## src/rtl/alu_cmd_sequencer.sv

```systemverilog
// rtl/alu_cmd_sequencer.sv - single-issue command sequencer in front of a registered 8-bit ALU
// Reads operands from a 4-entry register file or an immediate, waits out the ALU latency, optionally writes back and returns a response.
module alu_cmd_sequencer #(
  parameter int ALU_LAT = 1,
  parameter int NREG    = 4
) (
  input  logic        clk,
  input  logic        rst_n,
  input  logic        cmd_valid,
  output logic        cmd_ready,
  input  logic [23:0] cmd_data,
  output logic [2:0]  alu_op,
  output logic [7:0]  alu_a,
  output logic [7:0]  alu_b,
  input  logic [7:0]  alu_result,
  input  logic        alu_carry,
  input  logic [3:0]  alu_flag,
  output logic        rsp_valid,
  input  logic        rsp_ready,
  output logic [7:0]  rsp_result,
  output logic        rsp_carry,
  output logic [3:0]  rsp_flag,
  input  logic [1:0]  dbg_addr,
  output logic [7:0]  dbg_data
);

  typedef enum logic [1:0] {
    S_IDLE = 2'd0,
    S_EXEC = 2'd1,
    S_RESP = 2'd2
  } state_t;

  state_t      state;
  logic [2:0]  cnt;
  logic [1:0]  rd_q;
  logic        wr_en_q;
  logic [7:0]  regs [NREG];

  logic [2:0]  cmd_op;
  logic [1:0]  cmd_rd;
  logic [1:0]  cmd_rs1;
  logic [1:0]  cmd_rs2;
  logic        cmd_b_imm;
  logic        cmd_wr_en;
  logic        cmd_a_imm;
  logic [7:0]  cmd_imm;
  logic        unused_rsvd;

  assign cmd_op      = cmd_data[23:21];
  assign cmd_rd      = cmd_data[20:19];
  assign cmd_rs1     = cmd_data[18:17];
  assign cmd_rs2     = cmd_data[16:15];
  assign cmd_b_imm   = cmd_data[14];
  assign cmd_wr_en   = cmd_data[13];
  assign cmd_a_imm   = cmd_data[12];
  assign cmd_imm     = cmd_data[7:0];
  assign unused_rsvd = ^cmd_data[11:8];

  assign cmd_ready = (state == S_IDLE);
  assign rsp_valid = (state == S_RESP);
  assign dbg_data  = regs[dbg_addr];

  always_ff @(posedge clk) begin
    if (!rst_n) begin
      state      <= S_IDLE;
      cnt        <= 3'd0;
      rd_q       <= 2'd0;
      wr_en_q    <= 1'b0;
      alu_op     <= 3'd0;
      alu_a      <= 8'h00;
      alu_b      <= 8'h00;
      rsp_result <= 8'h00;
      rsp_carry  <= 1'b0;
      rsp_flag   <= 4'h0;
      for (int i = 0; i < NREG; i++) begin
        regs[i] <= 8'h00;
      end
    end else begin
      case (state)
        S_IDLE: begin
          if (cmd_valid) begin
            // Operands are read here, so any earlier writeback is already visible.
            alu_op  <= cmd_op;
            alu_a   <= cmd_a_imm ? cmd_imm : regs[cmd_rs1];
            alu_b   <= cmd_b_imm ? cmd_imm : regs[cmd_rs2];
            rd_q    <= cmd_rd;
            wr_en_q <= cmd_wr_en;
            cnt     <= 3'(ALU_LAT);
            state   <= S_EXEC;
          end
        end
        S_EXEC: begin
          if (cnt == 3'd0) begin
            rsp_result <= alu_result;
            rsp_carry  <= alu_carry;
            rsp_flag   <= alu_flag;
            if (wr_en_q) begin
              regs[rd_q] <= alu_result;
            end
            state <= S_RESP;
          end else begin
            cnt <= cnt - 3'd1;
          end
        end
        S_RESP: begin
          if (rsp_ready) begin
            state <= S_IDLE;
          end
        end
        default: state <= S_IDLE;
      endcase
    end
  end

endmodule

```

## config.mk

```make
export PLATFORM = sky130hd
export DESIGN_NAME = alu_cmd_sequencer
export DESIGN_NICKNAME = d
export VERILOG_FILES = /design/src/rtl/alu_cmd_sequencer.sv
export SDC_FILE = /design/constraint.sdc
export NUM_CORES = 1
export LEC_CHECK = 0
export CAP_MARGIN = 20
export CORE_UTILIZATION = 54
export DETAILED_ROUTE_END_ITERATION = 8
export GPL_TIMING_DRIVEN = 1
export PLACE_DENSITY = 0.86
export SLEW_MARGIN = 20
export SYNTH_ARGS = -nofsm -noshare
export SYNTH_HDL_FRONTEND = slang
export SYNTH_SLANG_ARGS = --single-unit
```

## constraint.sdc

```tcl
create_clock -name clk -period 5.6 [get_ports clk]
set_clock_uncertainty 0.1 [all_clocks]
set_input_delay 0.84 -clock clk [delete_from_list [all_inputs] [get_ports clk]]
set_output_delay 0.84 -clock clk [all_outputs]
set_load 0.005 [all_outputs]
```

======== After elaboration in Yosys (flattened, before gate mapping) ========
Memory sizes are Yosys's and may differ from the RTL's.
Index checks and enable logic that the tools add are counted.
cells by class
  reductions and logical operators ........ 8
  equal/unequal tests ..................... 6
  mux-type cells .......................... 18
  add/subtract/negate cells ............... 1
operators with widths
  kind                                                                     number
  8-bit 2-to-1 mux                                                         3
  2-bit 2-to-1 mux                                                         4
  8-bit OR reduction                                                       1
  1-bit 2-to-1 mux                                                         7
  3-bit 2-to-1 mux                                                         2
  2-bit inequality test, second input constant                             3
  2-bit case mux with 3 select lines                                       1
  3-bit case mux with 2 select lines                                       1
  3-bit AND reduction                                                      2
  2-bit AND reduction                                                      2
  3-bit zero test                                                          1
  3-bit by 1-bit subtractor with 3-bit output, second input constant       1
  2-bit by 1-bit == test with 1-bit output, second input constant          1
  2-bit == test, second input constant                                     1
  2-bit zero test                                                          1
  2-bit by 1-bit inequality test with 1-bit output, second input constant  1
  2-bit nonzero test                                                       1
storage, ports and cells
  output and inout bits ................... 42
  flip-flop bits (word level) ............. 40
  memories kept ........................... 1
  bits in writable memories ............... 32
  word-level logic and storage cells ...... 44
  input port bits ......................... 43
memories
  memory  words  width  read ports  clocked after memory_dff  wr ports  line  text
  regs    4      8      3           0                         4         37    logic [7:0] regs [NREG];

======== Depth between registers and ports, before layout ========
Gate-level depths: netlist of the first run.
  word-level depth ........................ 7
  depth in mapped cells ................... 8
  mapped depth without buffers ............ 6

======== Worst setup path after synthesis of the first run ========
Ideal clock, no wire load.
  path kind ............................... input to output
  start point ............................. input port dbg_addr[0]
  end point ............................... output port dbg_data[0]
  stages .................................. 2
  required time ........................... 4,660 ps
  arrival time ............................ 1,600 ps
  slack ................................... 3,060 ps
  buffers on the path ..................... 1
  path through ............................ buf_2 mux4_2
on the way
  word-level cells in the longest chain between the ends .. 1
ends and longest elaborated chain
  what              line  text
  start, declared   23    input logic [1:0] dbg_addr,
  memory 4 x 8 bit  n/a
  end, declared     24    output logic [7:0] dbg_data
Every way passes these cells.

======== Worst setup path in the final report of the first run ========
  start point ............................. input port dbg_addr[0]
  end point ............................... output port dbg_data[6]
Same word-level chain as after synthesis.

==> impl_metrics.yaml, run 1 <==
synth:
  ys_warn_count: 0
  synth_cells: 312
  synthArstFlopShare: 0
  synth_edf_count: 32
  syn_avg_cell_area_um2: 11.4
  synthTopCellsByArea: "edfxtp_1 (27%), dfxtp_1 (23%), mux2_2 (8.9%)"
  synthFlopType: "dfxtp_1"
  synthesis.area_um2: 3550
  synthesis.nets: 357
  synth_seq_cells: 72
  seq_area_frac_synth: 0.497
  yosysTopAreaCellShare: 0.271
  synth.distinct_cells: 33
  synth_top_area_cell: "edfxtp_1"
setup_path:
  arrival_ns: 2.73
  r2r_cells: 5
  crit_slowest_cell: "clkdlybuf4s50_1"
  path_common_cell: "clkdlybuf4s50_1"
  slowest_delay_ns: 0.83
  reg2reg_from: "cnt[0]$_SDFFE_PN0P_"
  path_max_fanout: 8
  r2r_slack_ns: 3.05
  required_ns: 4.66
  critPathKind: "input port to primary output"
  path_cells: "clkdlybuf4s50_1 > mux4_2 > clkdlybuf4s50_1"
  start_kind: "input port"
  critPathCaptureType: "primary output"
  worstReg2RegEnd: "regs[3][2]$_DFFE_PP_"
clock_tree:
  cts_resized: 0
  root_buffer: "clkbuf_8"
  clk_path_buf_depth: 2
  cts.clk_slew.worst_paths_ns: 0.07
  cts_hold_buf: 0
  clock_latency_ns: 0.35
  cts_buffers: 9
  postCtsSetupBuffers: 0
  cts_max_level: 3
  cts_tree: "done"
  cts_sinks: 72
timing:
  setup_viol: 0
  hold_ws_ns: 0.359
  slew_headroom: 0.474
  tightest_slew_ns: 0.786
  finalCritPeriodShare: 0.655
  rsz0062_at_grt: "no"
  finalHoldViolCount: 0
  fmax_mhz: 273
  setup_tns_ns: 0
  min_period_ns: 3.67
  final_max_slew_viol_count: 0
global_route:
  grt_pass1_wl_um: 13000
  grt_pass1_vias: 2594
  overflow: 0
  grt_usage: 0.240
  antenna_found_initial: 0
  grt_max_degree: 39
cells_and_area:
  nNetsFinal: 423
  num_antenna_cells: 0
  fin_util: 0.698
  area_delta_synth_final_pct: 24.9
  nFillCells: 471
  drive_gt1_frac: 0.149
  multiInputGateArea_um2: 1590
  seq_area_um2: 1760
  fin_area_um2: 4430
detailed_routing:
  firstDrtPassIters: 7
  wl_per_cell_um: 17.0
  wirelength_um: 7820
  vias_per_cell: 5.95
  vias: 2738
  drt_iter0_markers: 168
  drc: 0
  antenna_left: 0
hold_path:
  whs_path_depth: 2
  hold_class: "flop to flop"
  min_from: "rsp_flag[2]$_SDFFE_PN0P_"
  min_to: "rsp_flag[2]$_SDFFE_PN0P_"
placed_design:
  dpl-instance-area_um2: 4270
  routabilityCongestion: 0.822
  port_buffers: 80
  dp_hpwl_um: 5560
floorplanning:
  die_area_um2: 6900
  initial_utilization: 0.559
  die_h_um: 83.1
  design.core.area_um2: 6350
  die_x_um: 83.1
  io_pins: 85
  num_rows: 29
pwr:
  power_density_nw_per_um2: 262
  leakage_nw: 1.64
  total_power_mw: 1.16
  peakVddDrop_v: 0.000223
run:
  cap_violations: 0
run_status:
  status: "finished clean"
## through the flow
stage	instances	setup slack (ns)
detailed placement	444	1.91
global route	460	1.85
floorplan	312	3.06
finish	460	1.93
global placement	444	1.93
CTS	460	1.91
## layout by cell type, fill, tap and decap left out
master / synthesis / final
dfxtp_1: 40 / 40
o21ai_0: 20 / 19
and3_1: 8 / 8
ha_1: 2 / 2
nor2b_1: 3 / 3
mux4_2: 8 / 8
clkinv_2: 0 / 4
nand3b_1: 1 / 1
nor3_1: 3 / 3
a21oi_1: 32 / 32
nand2_1: 28 / 28
clkbuf_8: 0 / 9
nor2_1: 9 / 9
and4b_1: 3 / 3
nand3_1: 1 / 1
clkbuf_1: 6 / 2
buf_4: 4 / 1
and2_1: 26 / 26
mux2_4: 4 / 4
o21ai_1: 0 / 1
edfxtp_1: 32 / 32
mux2_2: 28 / 28
a222oi_1: 16 / 16
mux2i_1: 7 / 7
and4bb_2: 1 / 1
o21bai_1: 1 / 1
nand2b_1: 4 / 4
and3b_1: 1 / 1
clkdlybuf4s50_1: 0 / 80
or3b_2: 1 / 1
nor3b_4: 0 / 1
a221oi_1: 1 / 1
clkinv_1: 0 / 1
inv_1: 5 / 5
## state kept, by name (all words and copies together), names as in the netlist
register / count
rd_q: 2
alu_b: 8
regs: 32
alu_a: 8
cnt: 3
wr_en_q: 1
state: 2
alu_op: 3
rsp_result: 8
rsp_flag: 4
rsp_carry: 1
## cell families after synthesis
logic type | synth area share
and+or+nand+nor | 0.140
DFF | 0.497
AOI/OAI and AO/OA | 0.123
muxes | 0.176
buffers and inverters | 0.0571
adders and majority gates | 0.00705
## cell usage after synthesis (5+ instances only)
cell	n
nor2_1	9
clkbuf_1	6
o21ai_0	20
dfxtp_1	40
and2_1	26
mux2i_1	7
mux2_2	28
nand2_1	28
a222oi_1	16
mux4_2	8
and3_1	8
edfxtp_1	32
buf_2	7
inv_1	5
a21oi_1	32
## power breakdown
part / internal, mW / total [mW] / switching (mW)
Combinational: 0.121 / 0.213 / 0.0915
Clock: 0.156 / 0.340 / 0.183
Sequential: 0.582 / 0.606 / 0.0246
## layout make-up
| type | count | area share |
|---|---|---|
| multi-input cells | 209 | 0.359 |
| flip-flops and latches | 72 | 0.398 |
| repair buffers | 81 | 0.182 |
| clock buffers | 11 | 0.0297 |
| clock inverters | 5 | 0.00537 |
| inverters | 5 | 0.00424 |
| well taps | 77 | 0.0218 |
## per-layer routing
metal / track usage / wire [µm] / vias up
met5: 0 / 0 / -
met4: 0.0862 / 156 / 0
met3: 0.0795 / 592 / 15
met2: 0.386 / 3760 / 144
met1: 0.301 / 3310 / 1284
li1: - / - / 1295
## critical path, delay by kind of cell
kind | cells | cell delay (ns)
buffers and inverters | 2 | 1.29
multiplexers | 1 | 0.59
## worst max path at each step
stage,to,start,cells after the start
floorplan,dbg_data[0],dbg_addr[0],2
global placement,dbg_data[1],dbg_addr[0],3
detailed placement,dbg_data[6],dbg_addr[0],3
CTS,dbg_data[6],dbg_addr[0],3
global route,dbg_data[6],dbg_addr[0],3
finish,dbg_data[6],dbg_addr[0],3
(Power assumes the default switching activity.)
==> inputs of run 2 (changes only) <==
--- a/config.mk
+++ b/config.mk
@@ -6,10 +6,10 @@
 export NUM_CORES = 1
 export LEC_CHECK = 0
 export CAP_MARGIN = 20
-export CORE_UTILIZATION = 54
+export CORE_UTILIZATION = 50
 export DETAILED_ROUTE_END_ITERATION = 8
 export GPL_TIMING_DRIVEN = 1
-export PLACE_DENSITY = 0.86
+export PLACE_DENSITY = 0.8
 export SLEW_MARGIN = 20
 export SYNTH_ARGS = -nofsm -noshare
 export SYNTH_HDL_FRONTEND = slang
==> constraint.sdc (replaced) <==
create_clock -name clk -period 3.7 [get_ports clk]
set_clock_uncertainty 0.1 [all_clocks]
set_input_delay 0.555 -clock clk [delete_from_list [all_inputs] [get_ports clk]]
set_output_delay 0.555 -clock clk [all_outputs]
set_load 0.005 [all_outputs]
==> impl_metrics.yaml, run 2 (same netlist as run 1, synthesis figures left out) <==
run_status:
  status: "finished clean"
floorplanning:
  design.core.area_um2: 6830
  die_x_um: 86.2
  num_rows: 30
  die_h_um: 86.2
  initial_utilization: 0.519
  io_pins: 85
  die_area_um2: 7430
timing:
  finalHoldViolCount: 0
  finalCritPeriodShare: 0.835
  setup_tns_ns: 0
  fmax_mhz: 324
  min_period_ns: 3.09
  slew_headroom: 0.481
  rsz0062_at_grt: "no"
  tightest_slew_ns: 0.776
  final_max_slew_viol_count: 0
  hold_ws_ns: 0.352
  setup_viol: 0
hold_path:
  hold_class: "flop to flop"
  min_from: "rsp_flag[2]$_SDFFE_PN0P_"
detailed_routing:
  drc: 0
  wirelength_um: 7750
  vias_per_cell: 5.46
  vias: 2630
  antenna_left: 0
  firstDrtPassIters: 4
  drt_iter0_markers: 142
  wl_per_cell_um: 16.1
pwr:
  power.internal_mw: 1.39
  clkPwrFrac: 0.328
  total_power_mw: 1.84
  leakage_nw: 1.67
  power_density_nw_per_um2: 409
  swShare: 0.246
  power_switching_mw: 0.454
  pwr-share-comb: 0.174
  seqPwrFrac: 0.497
  peakVddDrop_v: 0.000232
clock_tree:
  root_buffer: "clkbuf_8"
  cts_sinks: 72
  cts_max_level: 3
  cts_buffers: 9
  clk_path_buf_depth: 2
  cts_resized: 0
  cts_tree: "done"
  clock_latency_ns: 0.34
  postCtsSetupBuffers: 0
  cts_hold_buf: 0
  cts.clk_slew.worst_paths_ns: 0.07
placed_design:
  dpl-instance-area_um2: 4320
  routabilityCongestion: 0.820
  dp_hpwl_um: 5620
  port_buffers: 80
  dpl.cell_count: 466
setup_path:
  arrival_ns: 2.44
  start_kind: "input port"
  critPathKind: "input port to primary output"
  crit_start: "dbg_addr[0]"
  worstReg2RegEnd: "regs[2][0]$_SDFFCE_PN0P_"
  required_ns: 3.04
  setup.worst_path.end: "dbg_data[0]"
  reg2reg_from: "cnt[0]$_SDFFE_PN0P_"
  path_max_fanout: 8
  r2r_cells: 6
  critPathCaptureType: "primary output"
  r2r_slack_ns: 1.22
run:
  cap_violations: 0
cells_and_area:
  regMostFlops: "regs"
  final_common_cell: "clkdlybuf4s50_1"
  num_antenna_cells: 0
  nNetsFinal: 426
  fin_area_um2: 4510
  instances_no_fill: 482
  drive_gt1_frac: 0.155
  largest_reg_flops: 32
  nFillCells: 548
  layout_common_cells: "clkdlybuf4s50_1 (80), dfxtp_1 (40), a21oi_1 (32), edfxtp_1 (32)"
  area_delta_synth_final_pct: 27.1
global_route:
  use_met1: 0.274
  grt_usage: 0.224
  use_met3: 0.0657
  grt_pass1_vias: 2670
  grt_pass1_wl_um: 12700
  busiest_layer: "met2"
  grt_max_degree: 39
  antenna_found_initial: 0
  overflow: 0
  use_met2: 0.364
run 2: cell types whose count changed in the layout (fill, tap and decap cells not counted):
| cell | delta |
|---|---|
| bufinv_16 | +1 |
| clkbuf_8 | +1 |
| clkinv_2 | -2 |
| buf_4 | +3 |
| o21ai_1 | -1 |
| o21ai_0 | +1 |
run 2: metal layers:
layer  part of all wire  up-vias
met4              0.021        0
met1               0.44     1225
met5                  0        -
met3              0.065       15
met2               0.47       95
li1                   -     1295
run 2: per-stage QoR:
stage / util / setup WS, ns
CTS: 0.660 / 0.587
global route: 0.660 / 0.526
finish: 0.660 / 0.610
global placement: 0.632 / 0.626
detailed placement: 0.632 / 0.596
floorplan: - / 1.46
run 2: power by group through the flow:
stage,Clock (mW),Sequential [mW],Combinational [mW]
2_1_floorplan,0,0.923,0.180
3_3_place_gp,0,0.930,0.313
3_5_place_dp,0,0.934,0.321
4_1_cts,0.617,0.917,0.323
5_1_grt,0.656,0.924,0.349
6_report,0.606,0.917,0.322
run 2: final cells by class:
class | count | area, µm² | share of cell area
Clock inverter | 4 | 43.8 | 0.00971
Tap cell | 96 | 120 | 0.0266
Sequential cell | 72 | 1760 | 0.391
Clock buffer | 12 | 145 | 0.0322
Inverter | 5 | 18.8 | 0.00416
Multi-Input combinational cell | 209 | 1590 | 0.352
Timing Repair Buffer | 84 | 831 | 0.184
run 2: how the worst min path moves through the flow:
stage                                     endpoint  slack, ns  depth (start not counted)
after floorplan                cnt[1]$_SDFFE_PN0P_       0.34                          2
after global placement    rsp_flag[3]$_SDFFE_PN0P_       0.34                          2
after detailed placement  rsp_flag[3]$_SDFFE_PN0P_       0.35                          2
after CTS                 rsp_flag[2]$_SDFFE_PN0P_       0.36                          2
after global routing      rsp_flag[3]$_SDFFE_PN0P_       0.38                          2
final                     rsp_flag[2]$_SDFFE_PN0P_       0.35                          2
run 2: critical path, cell delays in order:
cell and delay (ns):
clkdlybuf4s50_1 0.83, mux4_2 0.59, clkdlybuf4s50_1 0.46
